$ cat src/rtl/mem_port_arbiter_pkg.sv
// Shared types and widths for the MEM-stage / DMA port arbiter in front of the data aligner.
package mem_arb_pkg;

  localparam int ARB_N = 32;
  localparam int ARB_V = 256;

  typedef enum logic {IDLE, ACTIVE} state_t;
  typedef enum logic {OWN_CPU, OWN_DMA} owner_t;

  typedef struct packed {
    logic             rd;
    logic             wr;
    logic             vec;
    logic [31:0]      addr;
    logic [15:0]      wdata_s;
    logic [ARB_V-1:0] wdata_v;
  } mem_cmd_t;

  localparam mem_cmd_t CMD_NONE = '0;

  // Bits needed to hold 0..max_val inclusive.
  function automatic int cnt_width(input int max_val);
    return $clog2(max_val + 1);
  endfunction

endpackage

$ cat src/rtl/mem_port_arbiter_if.sv
// Bundle of CPU, DMA and aligner signals around the port arbiter; slave is the arbiter's view.
interface mem_port_arbiter_if
  import mem_arb_pkg::*;
#(
  parameter int N = ARB_N,
  parameter int V = ARB_V
);
  logic         cpu_rd;
  logic         cpu_wr;
  logic         cpu_vec;
  logic [31:0]  cpu_addr;
  logic [15:0]  cpu_wdata_s;
  logic [V-1:0] cpu_wdata_v;
  logic         cpu_stall;
  logic         cpu_done;
  logic [N-1:0] cpu_rdata_s;
  logic [V-1:0] cpu_rdata_v;

  logic         dma_req;
  logic         dma_we;
  logic         dma_vec;
  logic [31:0]  dma_addr;
  logic [15:0]  dma_wdata_s;
  logic [V-1:0] dma_wdata_v;
  logic         dma_gnt;
  logic         dma_done;
  logic [N-1:0] dma_rdata_s;
  logic [V-1:0] dma_rdata_v;

  logic         al_memtoReg;
  logic         al_memWrite;
  logic         al_memSrc;
  logic [31:0]  al_address;
  logic [15:0]  al_wdata_s;
  logic [V-1:0] al_wdata_v;
  logic         al_busy;
  logic [N-1:0] al_rdata_s;
  logic [V-1:0] al_rdata_v;

  logic         err;

  modport slave (
    input  cpu_rd, cpu_wr, cpu_vec, cpu_addr, cpu_wdata_s, cpu_wdata_v,
    output cpu_stall, cpu_done, cpu_rdata_s, cpu_rdata_v,
    input  dma_req, dma_we, dma_vec, dma_addr, dma_wdata_s, dma_wdata_v,
    output dma_gnt, dma_done, dma_rdata_s, dma_rdata_v,
    output al_memtoReg, al_memWrite, al_memSrc, al_address, al_wdata_s, al_wdata_v,
    input  al_busy, al_rdata_s, al_rdata_v,
    output err
  );

  modport master (
    output cpu_rd, cpu_wr, cpu_vec, cpu_addr, cpu_wdata_s, cpu_wdata_v,
    input  cpu_stall, cpu_done, cpu_rdata_s, cpu_rdata_v,
    output dma_req, dma_we, dma_vec, dma_addr, dma_wdata_s, dma_wdata_v,
    input  dma_gnt, dma_done, dma_rdata_s, dma_rdata_v,
    input  al_memtoReg, al_memWrite, al_memSrc, al_address, al_wdata_s, al_wdata_v,
    output al_busy, al_rdata_s, al_rdata_v,
    input  err
  );

endinterface

$ cat src/rtl/mem_port_arbiter_sat_counter.sv
// Saturating up-counter with synchronous clear; clear has priority over increment.
module sat_counter #(
  parameter int WIDTH = 3,
  parameter int MAX   = 4
) (
  input  logic             clk,
  input  logic             rst,
  input  logic             clr,
  input  logic             inc,
  output logic [WIDTH-1:0] cnt
);

  localparam logic [WIDTH-1:0] MAX_C = WIDTH'(MAX);

  logic [WIDTH-1:0] cnt_reg;

  always_ff @(posedge clk or negedge rst) begin
    if (!rst) begin
      cnt_reg <= '0;
    end else if (clr) begin
      cnt_reg <= '0;
    end else if (inc && cnt_reg != MAX_C) begin
      cnt_reg <= cnt_reg + 1'b1;
    end
  end

  assign cnt = cnt_reg;

endmodule

$ cat src/rtl/mem_port_arbiter.sv
// Arbitrates the single aligner port between the CPU MEM stage and the DMA loader,
// holding the granted command until the aligner finishes or the op times out.
module mem_port_arbiter
  import mem_arb_pkg::*;
#(
  parameter int N        = ARB_N,
  parameter int V        = ARB_V,
  parameter int MAX_WAIT = 4,
  parameter int TIMEOUT  = 6
) (
  input logic              clk,
  input logic              rst,
  mem_port_arbiter_if.slave bus
);

  localparam int WAIT_W = cnt_width(MAX_WAIT);
  localparam int TMO_W  = cnt_width(TIMEOUT);

  state_t       state_reg;
  owner_t       owner_reg;
  mem_cmd_t     cmd_reg;
  logic         cpu_done_reg;
  logic         dma_done_reg;
  logic         dma_gnt_reg;
  logic         err_reg;
  logic [N-1:0] cpu_rdata_s_reg;
  logic [V-1:0] cpu_rdata_v_reg;
  logic [N-1:0] dma_rdata_s_reg;
  logic [V-1:0] dma_rdata_v_reg;

  mem_cmd_t          cpu_cmd;
  mem_cmd_t          dma_cmd;
  logic              cpu_cand;
  logic              dma_win;
  logic              is_idle;
  logic              tmo_hit;
  logic [WAIT_W-1:0] wait_cnt;
  logic [TMO_W-1:0]  tmo_cnt;

  // The done pulse masks the CPU request so the access just completed is not re-granted.
  assign cpu_cand = (bus.cpu_rd | bus.cpu_wr) & ~cpu_done_reg;
  assign dma_win  = bus.dma_req & (~cpu_cand | (wait_cnt == WAIT_W'(MAX_WAIT)));
  assign is_idle  = (state_reg == IDLE);
  assign tmo_hit  = (tmo_cnt == TMO_W'(TIMEOUT - 1));

  always_comb begin
    cpu_cmd         = CMD_NONE;
    cpu_cmd.rd      = bus.cpu_rd & ~bus.cpu_wr;
    cpu_cmd.wr      = bus.cpu_wr;
    cpu_cmd.vec     = bus.cpu_vec;
    cpu_cmd.addr    = bus.cpu_addr;
    cpu_cmd.wdata_s = bus.cpu_wdata_s;
    cpu_cmd.wdata_v = bus.cpu_wdata_v;

    dma_cmd         = CMD_NONE;
    dma_cmd.rd      = ~bus.dma_we;
    dma_cmd.wr      = bus.dma_we;
    dma_cmd.vec     = bus.dma_vec;
    dma_cmd.addr    = bus.dma_addr;
    dma_cmd.wdata_s = bus.dma_wdata_s;
    dma_cmd.wdata_v = bus.dma_wdata_v;
  end

  sat_counter #(.WIDTH(WAIT_W), .MAX(MAX_WAIT)) u_wait_cnt (
    .clk (clk),
    .rst (rst),
    .clr (is_idle & dma_win),
    .inc (is_idle & bus.dma_req & ~dma_win),
    .cnt (wait_cnt)
  );

  sat_counter #(.WIDTH(TMO_W), .MAX(TIMEOUT)) u_tmo_cnt (
    .clk (clk),
    .rst (rst),
    .clr (is_idle),
    .inc (~is_idle),
    .cnt (tmo_cnt)
  );

  always_ff @(posedge clk or negedge rst) begin
    if (!rst) begin
      state_reg       <= IDLE;
      owner_reg       <= OWN_CPU;
      cmd_reg         <= CMD_NONE;
      cpu_done_reg    <= 1'b0;
      dma_done_reg    <= 1'b0;
      dma_gnt_reg     <= 1'b0;
      err_reg         <= 1'b0;
      cpu_rdata_s_reg <= '0;
      cpu_rdata_v_reg <= '0;
      dma_rdata_s_reg <= '0;
      dma_rdata_v_reg <= '0;
    end else begin
      cpu_done_reg <= 1'b0;
      dma_done_reg <= 1'b0;
      dma_gnt_reg  <= 1'b0;
      case (state_reg)
        IDLE: begin
          if (cpu_cand | bus.dma_req) begin
            state_reg <= ACTIVE;
            if (dma_win) begin
              cmd_reg     <= dma_cmd;
              owner_reg   <= OWN_DMA;
              dma_gnt_reg <= 1'b1;
            end else begin
              cmd_reg   <= cpu_cmd;
              owner_reg <= OWN_CPU;
            end
          end
        end
        ACTIVE: begin
          // Clearing the latch on completion is what returns al_* to 0 in IDLE.
          if (!bus.al_busy || tmo_hit) begin
            state_reg <= IDLE;
            cmd_reg   <= CMD_NONE;
            if (owner_reg == OWN_CPU) cpu_done_reg <= 1'b1;
            else                      dma_done_reg <= 1'b1;
            if (bus.al_busy) begin
              err_reg <= 1'b1;
              if (owner_reg == OWN_CPU) begin
                cpu_rdata_s_reg <= '0;
                cpu_rdata_v_reg <= '0;
              end else begin
                dma_rdata_s_reg <= '0;
                dma_rdata_v_reg <= '0;
              end
            end else if (cmd_reg.rd) begin
              if (owner_reg == OWN_CPU) begin
                cpu_rdata_s_reg <= bus.al_rdata_s;
                cpu_rdata_v_reg <= bus.al_rdata_v;
              end else begin
                dma_rdata_s_reg <= bus.al_rdata_s;
                dma_rdata_v_reg <= bus.al_rdata_v;
              end
            end
          end
        end
        default: state_reg <= IDLE;
      endcase
    end
  end

  assign bus.cpu_stall   = (bus.cpu_rd | bus.cpu_wr) & ~cpu_done_reg;
  assign bus.cpu_done    = cpu_done_reg;
  assign bus.cpu_rdata_s = cpu_rdata_s_reg;
  assign bus.cpu_rdata_v = cpu_rdata_v_reg;
  assign bus.dma_gnt     = dma_gnt_reg;
  assign bus.dma_done    = dma_done_reg;
  assign bus.dma_rdata_s = dma_rdata_s_reg;
  assign bus.dma_rdata_v = dma_rdata_v_reg;
  assign bus.al_memtoReg = cmd_reg.rd;
  assign bus.al_memWrite = cmd_reg.wr;
  assign bus.al_memSrc   = cmd_reg.vec;
  assign bus.al_address  = cmd_reg.addr;
  assign bus.al_wdata_s  = cmd_reg.wdata_s;
  assign bus.al_wdata_v  = cmd_reg.wdata_v;
  assign bus.err         = err_reg;

endmodule

$ cat src/flat_wrapper.sv
// flat-port wrapper written by rule: the top's interface ports become plain ports
module mem_port_arbiter_flat import mem_arb_pkg::*;
#(
  parameter int N        = ARB_N,
  parameter int V        = ARB_V,
  parameter int MAX_WAIT = 4,
  parameter int TIMEOUT  = 6
)
  (clk, rst, bus_cpu_rd, bus_cpu_wr, bus_cpu_vec, bus_cpu_addr, bus_cpu_wdata_s, bus_cpu_wdata_v, bus_cpu_stall, bus_cpu_done, bus_cpu_rdata_s, bus_cpu_rdata_v, bus_dma_req, bus_dma_we, bus_dma_vec, bus_dma_addr, bus_dma_wdata_s, bus_dma_wdata_v, bus_dma_gnt, bus_dma_done, bus_dma_rdata_s, bus_dma_rdata_v, bus_al_memtoReg, bus_al_memWrite, bus_al_memSrc, bus_al_address, bus_al_wdata_s, bus_al_wdata_v, bus_al_busy, bus_al_rdata_s, bus_al_rdata_v, bus_err);
  mem_port_arbiter_if #(.N(N), .V(V)) bus_i ();
  input logic clk;
  input logic rst;
  input wire logic [$bits(bus_i.cpu_rd)-1:0] bus_cpu_rd;
  input wire logic [$bits(bus_i.cpu_wr)-1:0] bus_cpu_wr;
  input wire logic [$bits(bus_i.cpu_vec)-1:0] bus_cpu_vec;
  input wire logic [$bits(bus_i.cpu_addr)-1:0] bus_cpu_addr;
  input wire logic [$bits(bus_i.cpu_wdata_s)-1:0] bus_cpu_wdata_s;
  input wire logic [$bits(bus_i.cpu_wdata_v)-1:0] bus_cpu_wdata_v;
  output wire logic [$bits(bus_i.cpu_stall)-1:0] bus_cpu_stall;
  output wire logic [$bits(bus_i.cpu_done)-1:0] bus_cpu_done;
  output wire logic [$bits(bus_i.cpu_rdata_s)-1:0] bus_cpu_rdata_s;
  output wire logic [$bits(bus_i.cpu_rdata_v)-1:0] bus_cpu_rdata_v;
  input wire logic [$bits(bus_i.dma_req)-1:0] bus_dma_req;
  input wire logic [$bits(bus_i.dma_we)-1:0] bus_dma_we;
  input wire logic [$bits(bus_i.dma_vec)-1:0] bus_dma_vec;
  input wire logic [$bits(bus_i.dma_addr)-1:0] bus_dma_addr;
  input wire logic [$bits(bus_i.dma_wdata_s)-1:0] bus_dma_wdata_s;
  input wire logic [$bits(bus_i.dma_wdata_v)-1:0] bus_dma_wdata_v;
  output wire logic [$bits(bus_i.dma_gnt)-1:0] bus_dma_gnt;
  output wire logic [$bits(bus_i.dma_done)-1:0] bus_dma_done;
  output wire logic [$bits(bus_i.dma_rdata_s)-1:0] bus_dma_rdata_s;
  output wire logic [$bits(bus_i.dma_rdata_v)-1:0] bus_dma_rdata_v;
  output wire logic [$bits(bus_i.al_memtoReg)-1:0] bus_al_memtoReg;
  output wire logic [$bits(bus_i.al_memWrite)-1:0] bus_al_memWrite;
  output wire logic [$bits(bus_i.al_memSrc)-1:0] bus_al_memSrc;
  output wire logic [$bits(bus_i.al_address)-1:0] bus_al_address;
  output wire logic [$bits(bus_i.al_wdata_s)-1:0] bus_al_wdata_s;
  output wire logic [$bits(bus_i.al_wdata_v)-1:0] bus_al_wdata_v;
  input wire logic [$bits(bus_i.al_busy)-1:0] bus_al_busy;
  input wire logic [$bits(bus_i.al_rdata_s)-1:0] bus_al_rdata_s;
  input wire logic [$bits(bus_i.al_rdata_v)-1:0] bus_al_rdata_v;
  output wire logic [$bits(bus_i.err)-1:0] bus_err;
  assign bus_i.cpu_rd = bus_cpu_rd;
  assign bus_i.cpu_wr = bus_cpu_wr;
  assign bus_i.cpu_vec = bus_cpu_vec;
  assign bus_i.cpu_addr = bus_cpu_addr;
  assign bus_i.cpu_wdata_s = bus_cpu_wdata_s;
  assign bus_i.cpu_wdata_v = bus_cpu_wdata_v;
  assign bus_cpu_stall = bus_i.cpu_stall;
  assign bus_cpu_done = bus_i.cpu_done;
  assign bus_cpu_rdata_s = bus_i.cpu_rdata_s;
  assign bus_cpu_rdata_v = bus_i.cpu_rdata_v;
  assign bus_i.dma_req = bus_dma_req;
  assign bus_i.dma_we = bus_dma_we;
  assign bus_i.dma_vec = bus_dma_vec;
  assign bus_i.dma_addr = bus_dma_addr;
  assign bus_i.dma_wdata_s = bus_dma_wdata_s;
  assign bus_i.dma_wdata_v = bus_dma_wdata_v;
  assign bus_dma_gnt = bus_i.dma_gnt;
  assign bus_dma_done = bus_i.dma_done;
  assign bus_dma_rdata_s = bus_i.dma_rdata_s;
  assign bus_dma_rdata_v = bus_i.dma_rdata_v;
  assign bus_al_memtoReg = bus_i.al_memtoReg;
  assign bus_al_memWrite = bus_i.al_memWrite;
  assign bus_al_memSrc = bus_i.al_memSrc;
  assign bus_al_address = bus_i.al_address;
  assign bus_al_wdata_s = bus_i.al_wdata_s;
  assign bus_al_wdata_v = bus_i.al_wdata_v;
  assign bus_i.al_busy = bus_al_busy;
  assign bus_i.al_rdata_s = bus_al_rdata_s;
  assign bus_i.al_rdata_v = bus_al_rdata_v;
  assign bus_err = bus_i.err;
  mem_port_arbiter #(.N(N), .V(V), .MAX_WAIT(MAX_WAIT), .TIMEOUT(TIMEOUT)) u_core (.clk(clk), .rst(rst), .bus(bus_i));
endmodule
$ cat config.mk
export PLATFORM = sky130hd
export DESIGN_NAME = mem_port_arbiter_flat
export DESIGN_NICKNAME = d
export VERILOG_FILES = /design/src/rtl/mem_port_arbiter_pkg.sv /design/src/rtl/mem_port_arbiter_if.sv /design/src/rtl/mem_port_arbiter_sat_counter.sv /design/src/rtl/mem_port_arbiter.sv /design/src/flat_wrapper.sv
export SDC_FILE = /design/constraint.sdc
export NUM_CORES = 2
export LEC_CHECK = 0
export CAP_MARGIN = 30
export CORE_AREA = 2 2 698 700
export DETAILED_ROUTE_END_ITERATION = 6
export DIE_AREA = 0 0 700 702
export RECOVER_POWER = 50
export REMOVE_ABC_BUFFERS = 1
export SKIP_LAST_GASP = 1
export SYNTH_ARGS = -nofsm -noshare
export SYNTH_HDL_FRONTEND = slang
export SYNTH_SLANG_ARGS = --single-unit
$ cat constraint.sdc
create_clock -name clk -period 4 [get_ports clk]
set_clock_uncertainty 0.1 [all_clocks]
set_input_delay 1 -clock clk [delete_from_list [all_inputs] [get_ports clk]]
set_output_delay 1 -clock clk [all_outputs]
set_load 0.02 [all_outputs]
Word-level counts from Yosys, hierarchy flattened. Cells that the tools add are included.

Word-level logic and storage cells: 90. Input bits: 905. Register bits: 895. Output and inout port bits: 888.

Bitwise logic cells: 16. Reductions and logical operators: 11. Equality and inequality tests: 7. $add $sub $neg: 2. Multiplexer cells: 36.

Operators with widths (count): 256-bit 2-to-1 mux (8); 307-bit 2-to-1 mux (3); 307-bit one-hot mux with 2 select lines (1); 32-bit 2-to-1 mux (8); 3-bit 2-to-1 mux (4); 1-bit 2-to-1 mux (11); 4-bit AND reduction (2); 1-bit inverter (7); 3-bit by 1-bit adder with 3-bit output (second input constant) (2); 1-bit bitwise AND (6); 3-bit equality test (second input constant) (2); 2-bit != test (second input constant) (3); 3-bit != test (second input constant) (2); 2-bit AND reduction (2); 2-bit nonzero test (2); 1-bit OR (3); 3-bit AND reduction (1); 1-bit logical AND (2); 1-bit one-hot mux with 2 select lines (1); 1-bit logical NOT (1); 1-bit logical OR (1).

Longest topological paths before layout.
Depth in word-level cells: 10. Mapped depth: 9. Mapped depth without buffers: 6.

Modules after synthesis. Synthesis repeated with hierarchy kept, for this count alone.

Cells, all modules: 3261. Area, all modules: 36100.9 µm².

Modules (own cells, without submodules): mem_port_arbiter (area each 35709.2 µm², sequential area each 22246.3 µm², cells an instance 3228, times used 1); sat_counter (u_core.u_tmo_cnt) (area each 197.7 µm², sequential area each 75.1 µm², cells an instance 16, times used 1); sat_counter (u_core.u_wait_cnt) (area each 193.9 µm², sequential area each 75.1 µm², cells an instance 17, times used 1).

Worst setup path before layout. Ideal clock, no wire load.

Kind: input port to output port. Start point: in bus_cpu_rd. End point: out bus_cpu_stall. Slack: 1644 ps. Buffers on the path: 0. Data required time: 2900 ps. Arrival time: 1256 ps. Cell stages on the path: 1. Path through: o21ba_2.

Word-level cells in the longest chain between the ends: 2.

RTL lines: start, declared (line flat_wrapper.sv:13) `input wire logic [$bits(bus_i.cpu_rd)-1:0] bus_cpu_rd;`; 1-bit OR (line mem_port_arbiter.sv:143) `assign bus.cpu_stall = (bus.cpu_rd | bus.cpu_wr) & ~cpu_done_reg;`; 1-bit bitwise AND (line mem_port_arbiter.sv:143); end, declared (line flat_wrapper.sv:19) `output wire logic [$bits(bus_i.cpu_stall)-1:0] bus_cpu_stall;`.

Every way passes these cells.

Worst setup path in the final report.
Start point: in bus_cpu_wr. End point: out bus_cpu_stall.

Word-level cells in the longest chain between the ends: 2.

RTL lines: start, declared (line flat_wrapper.sv:14) `input wire logic [$bits(bus_i.cpu_wr)-1:0] bus_cpu_wr;`; 1-bit OR (line mem_port_arbiter.sv:143); 1-bit bitwise AND (line mem_port_arbiter.sv:143).

Every way passes these cells.

==> metrics.yaml <==
routabilityCongestion: 1.079
cp_slowest_cell: "clkdlybuf4s50_1"
layout-drive-gt1-share: 0.05665
place_inst: 12000
critical_path.startpoint_type: "input pin"
timing.final.ws_setup_ns: 0.2384
cellLeakagePower_nw: 26.13
placeableCoreArea_um2: 484300
final_core_util: 0.1382
detail_route.iter0.violations: 3644
grt_first_pass_wirelength_um: 493800
io_pins: 1793
totalPowerFinal_mw: 57.15
worst-setup-path-type: "in2out"
grt_pass1_vias: 36960
wl_per_cell_um: 33.34
grt_antenna_before_repair: 351
stdcell_count: 12350
globalRouteOverflowTotal: 0
synth_edf_count: 0
cts-root-buf: "clkbuf_16"
io_buffers: 1792
grt_start_max_net_pins: 115
finalWirelength_um: 411900
final_common_cell: "clkdlybuf4s50_1"
start_util: 0.07635
level_count_of_the_clock_h_tree: 3
ratio_of_final_minimum_period_to_clock_period: 0.9404
ys.warnings.count: 0
synth_flop_cell: "dfrtp_1"
grt_use_total: 0.1605
crit_path_start: "bus_cpu_wr"
hold_slack_ns: 0.3767
dieWidth_um: 700
slew_headroom: -0.5511
fp.dieArea_um2: 491400
design.final.nets: 6578
report.final.setup_viol: 0
synth.avg_cell_area_um2: 9.380
clkTransAtPathRegs_ns: 0.06
hold_path.startpoint: "u_core.bus.cpu_rdata_v[13]$_DFFE_PN0P_"
cts_resized: 0
detailedPlacementHpwl_um: 360300
via_per_instance_ratio: 3.182
vdd_drop_max_mv: 0.5956
post-route-drc-count: 0
power.density_nw_per_um2: 853.5
count_of_cell_types_in_the_netlist: 39
period_needed_ns: 3.762
cts_buffers: 118
die_h_um: 702
r2r-start: "u_core.u_tmo_cnt.cnt[1]$_DFFE_PN0P_"
drt.antenna.violating_nets: 0
area_growth_syn_to_layout_pct: 81.07
max-clock-path-buffers: 4
clock_sink_count: 895
worstSkewPairLatency_ns: 0.88
worst_slew_pin_slew_ns: 2.327
post_cts_buffers: 0
synth-async-reset-ratio: 1.000
timing.critical_path.arrival_ns: 2.66
crit_path_max_fanout: 4
final_cell_mix: "clkdlybuf4s50_1, a21oi_1, dfrtp_1, nand2_1, o21ai_0"
critical-path-top-cell-by-count: "clkdlybuf4s50_1"
timing.hold.worst.class: "reg2reg"
synthCells: 3942
drv_cap: 5
critPathMaxStageDelay_ns: 0.74
vias: 39310
cts_tree: "yes"
hold_violations: 0
drt_first_pass_iters: 5
failed_checks: "max-capacitance violations, max-slew violations"
critical_path.endpoint_type: "primary output"
run_status: "finished, violations left"
placement.setup.worst_slack_ns: 0.2564
synth.ff_latch_count: 895
worst_ep_required_time_ns: 2.90
netlist_area_um2: 36980
maximum_clock_rate_ghz: 0.2658
critical_path_cell_by_cell: "clkdlybuf4s50_1 > o21ba_2 > clkdlybuf4s50_1"
core.rowCount: 256
fillCellCount: 55230
yosysSeqAreaShare: 0.6057
drv_slew: 145
==> layer usage <==
metal | up-vias | track usage | part of all wire
met5 | - | 0 | 0.0030
met4 | 186 | 0.07612 | 0.060
met3 | 924 | 0.07831 | 0.12
met2 | 2262 | 0.2609 | 0.46
met1 | 19060 | 0.1746 | 0.36
li1 | 16880 | - | -
==> stage by stage <==
stage,setup TNS (ns),cell area (um2)
global placement,0,62910
global route,-0.009321,66850
floorplan,-3378.26,35380
finish,0,66950
detailed placement,0,62940
CTS,0,66920
==> kinds of logic (layout without fill, tap and decap cells) <==
group           after synthesis  after routing  synth area share
flops                       895            895            0.6057
buf+inv                     335           2148           0.04372
compound gates             1514           1514            0.2073
mux                           1              1         0.0003045
xor+xnor                      1              1         0.0002369
fa+ha+maj                     5              5          0.001692
simple gates               1191           1191            0.1410
other cells                   0            149                 0
==> final cells by class <==
cell class	count	area [um2]	area share
Multi-Input combinational cell	2712	12970	0.1938
Sequential cell	895	22400	0.3345
Inverter	6	22.52	0.0003364
Antenna cell	149	372.9	0.005569
Clock inverter	35	489.2	0.007307
Tap cell	6450	8070	0.1205
Timing Repair Buffer	1935	19140	0.2859
Clock buffer	172	3487	0.05208
==> cell usage after synthesis (2+ instances only) <==
cell type | count | area, um2
a21oi_1 | 917 | 4589
buf_6 | 3 | 33.78
inv_1 | 6 | 22.52
ha_1 | 5 | 62.56
buf_1 | 9 | 33.78
nand2b_1 | 289 | 1808
buf_4 | 31 | 232.7
o211ai_4 | 2 | 42.54
nor3_1 | 2 | 10.01
a21o_1 | 2 | 15.01
clkbuf_2 | 2 | 10.01
dfrtp_1 | 895 | 22400
buf_2 | 174 | 870.8
o21ai_0 | 355 | 1777
nand2_1 | 890 | 3341
nor2_1 | 4 | 15.01
o21ai_1 | 225 | 1126
clkbuf_1 | 110 | 412.9
==> path summary, 6_finish.rpt <==
| check | end | cells after the start | slack (ns) |
|---|---|---|---|
| max | bus_cpu_stall | 3 | 0.24 |
| min | u_core.bus.cpu_rdata_v[13]$_DFFE_PN0P_ | 2 | 0.38 |
| max reg2reg | u_core.bus.dma_rdata_v[52]$_DFFE_PN0P_ | 7 | 0.25 |
| min reg2reg | u_core.bus.cpu_rdata_v[13]$_DFFE_PN0P_ | 2 | 0.38 |
| max in group asynchronous | u_core.bus.al_wdata_v[6]$_DFFE_PN0P_ | 4 | 0.27 |
| min in group asynchronous | u_core.bus.cpu_rdata_v[54]$_DFFE_PN0P_ | 2 | 1.35 |
==> where the power goes <==
part | leakage (nW) | total (mW) | switching [mW] | internal, mW
Clock | 1.95 | 11.3 | 4.77 | 6.53
Sequential | 11.5 | 16.3 | 2.97 | 13.4
Combinational | 12.7 | 29.5 | 19.1 | 10.4
==> worst max-delay path: cells and delay by family <==
family | cells | cell delay, ns
buffers and inverters | 2 | 1.37
AO/OA/AOI/OAI | 1 | 0.28
==> repair_timing <==
action                                 4_1_cts  5_1_grt
hold buffers                                 1        0
setup endpoints to repair                    0        0
endpoints found under the hold margin        5        0
Note: power is estimated with default switching activity, not from simulation.
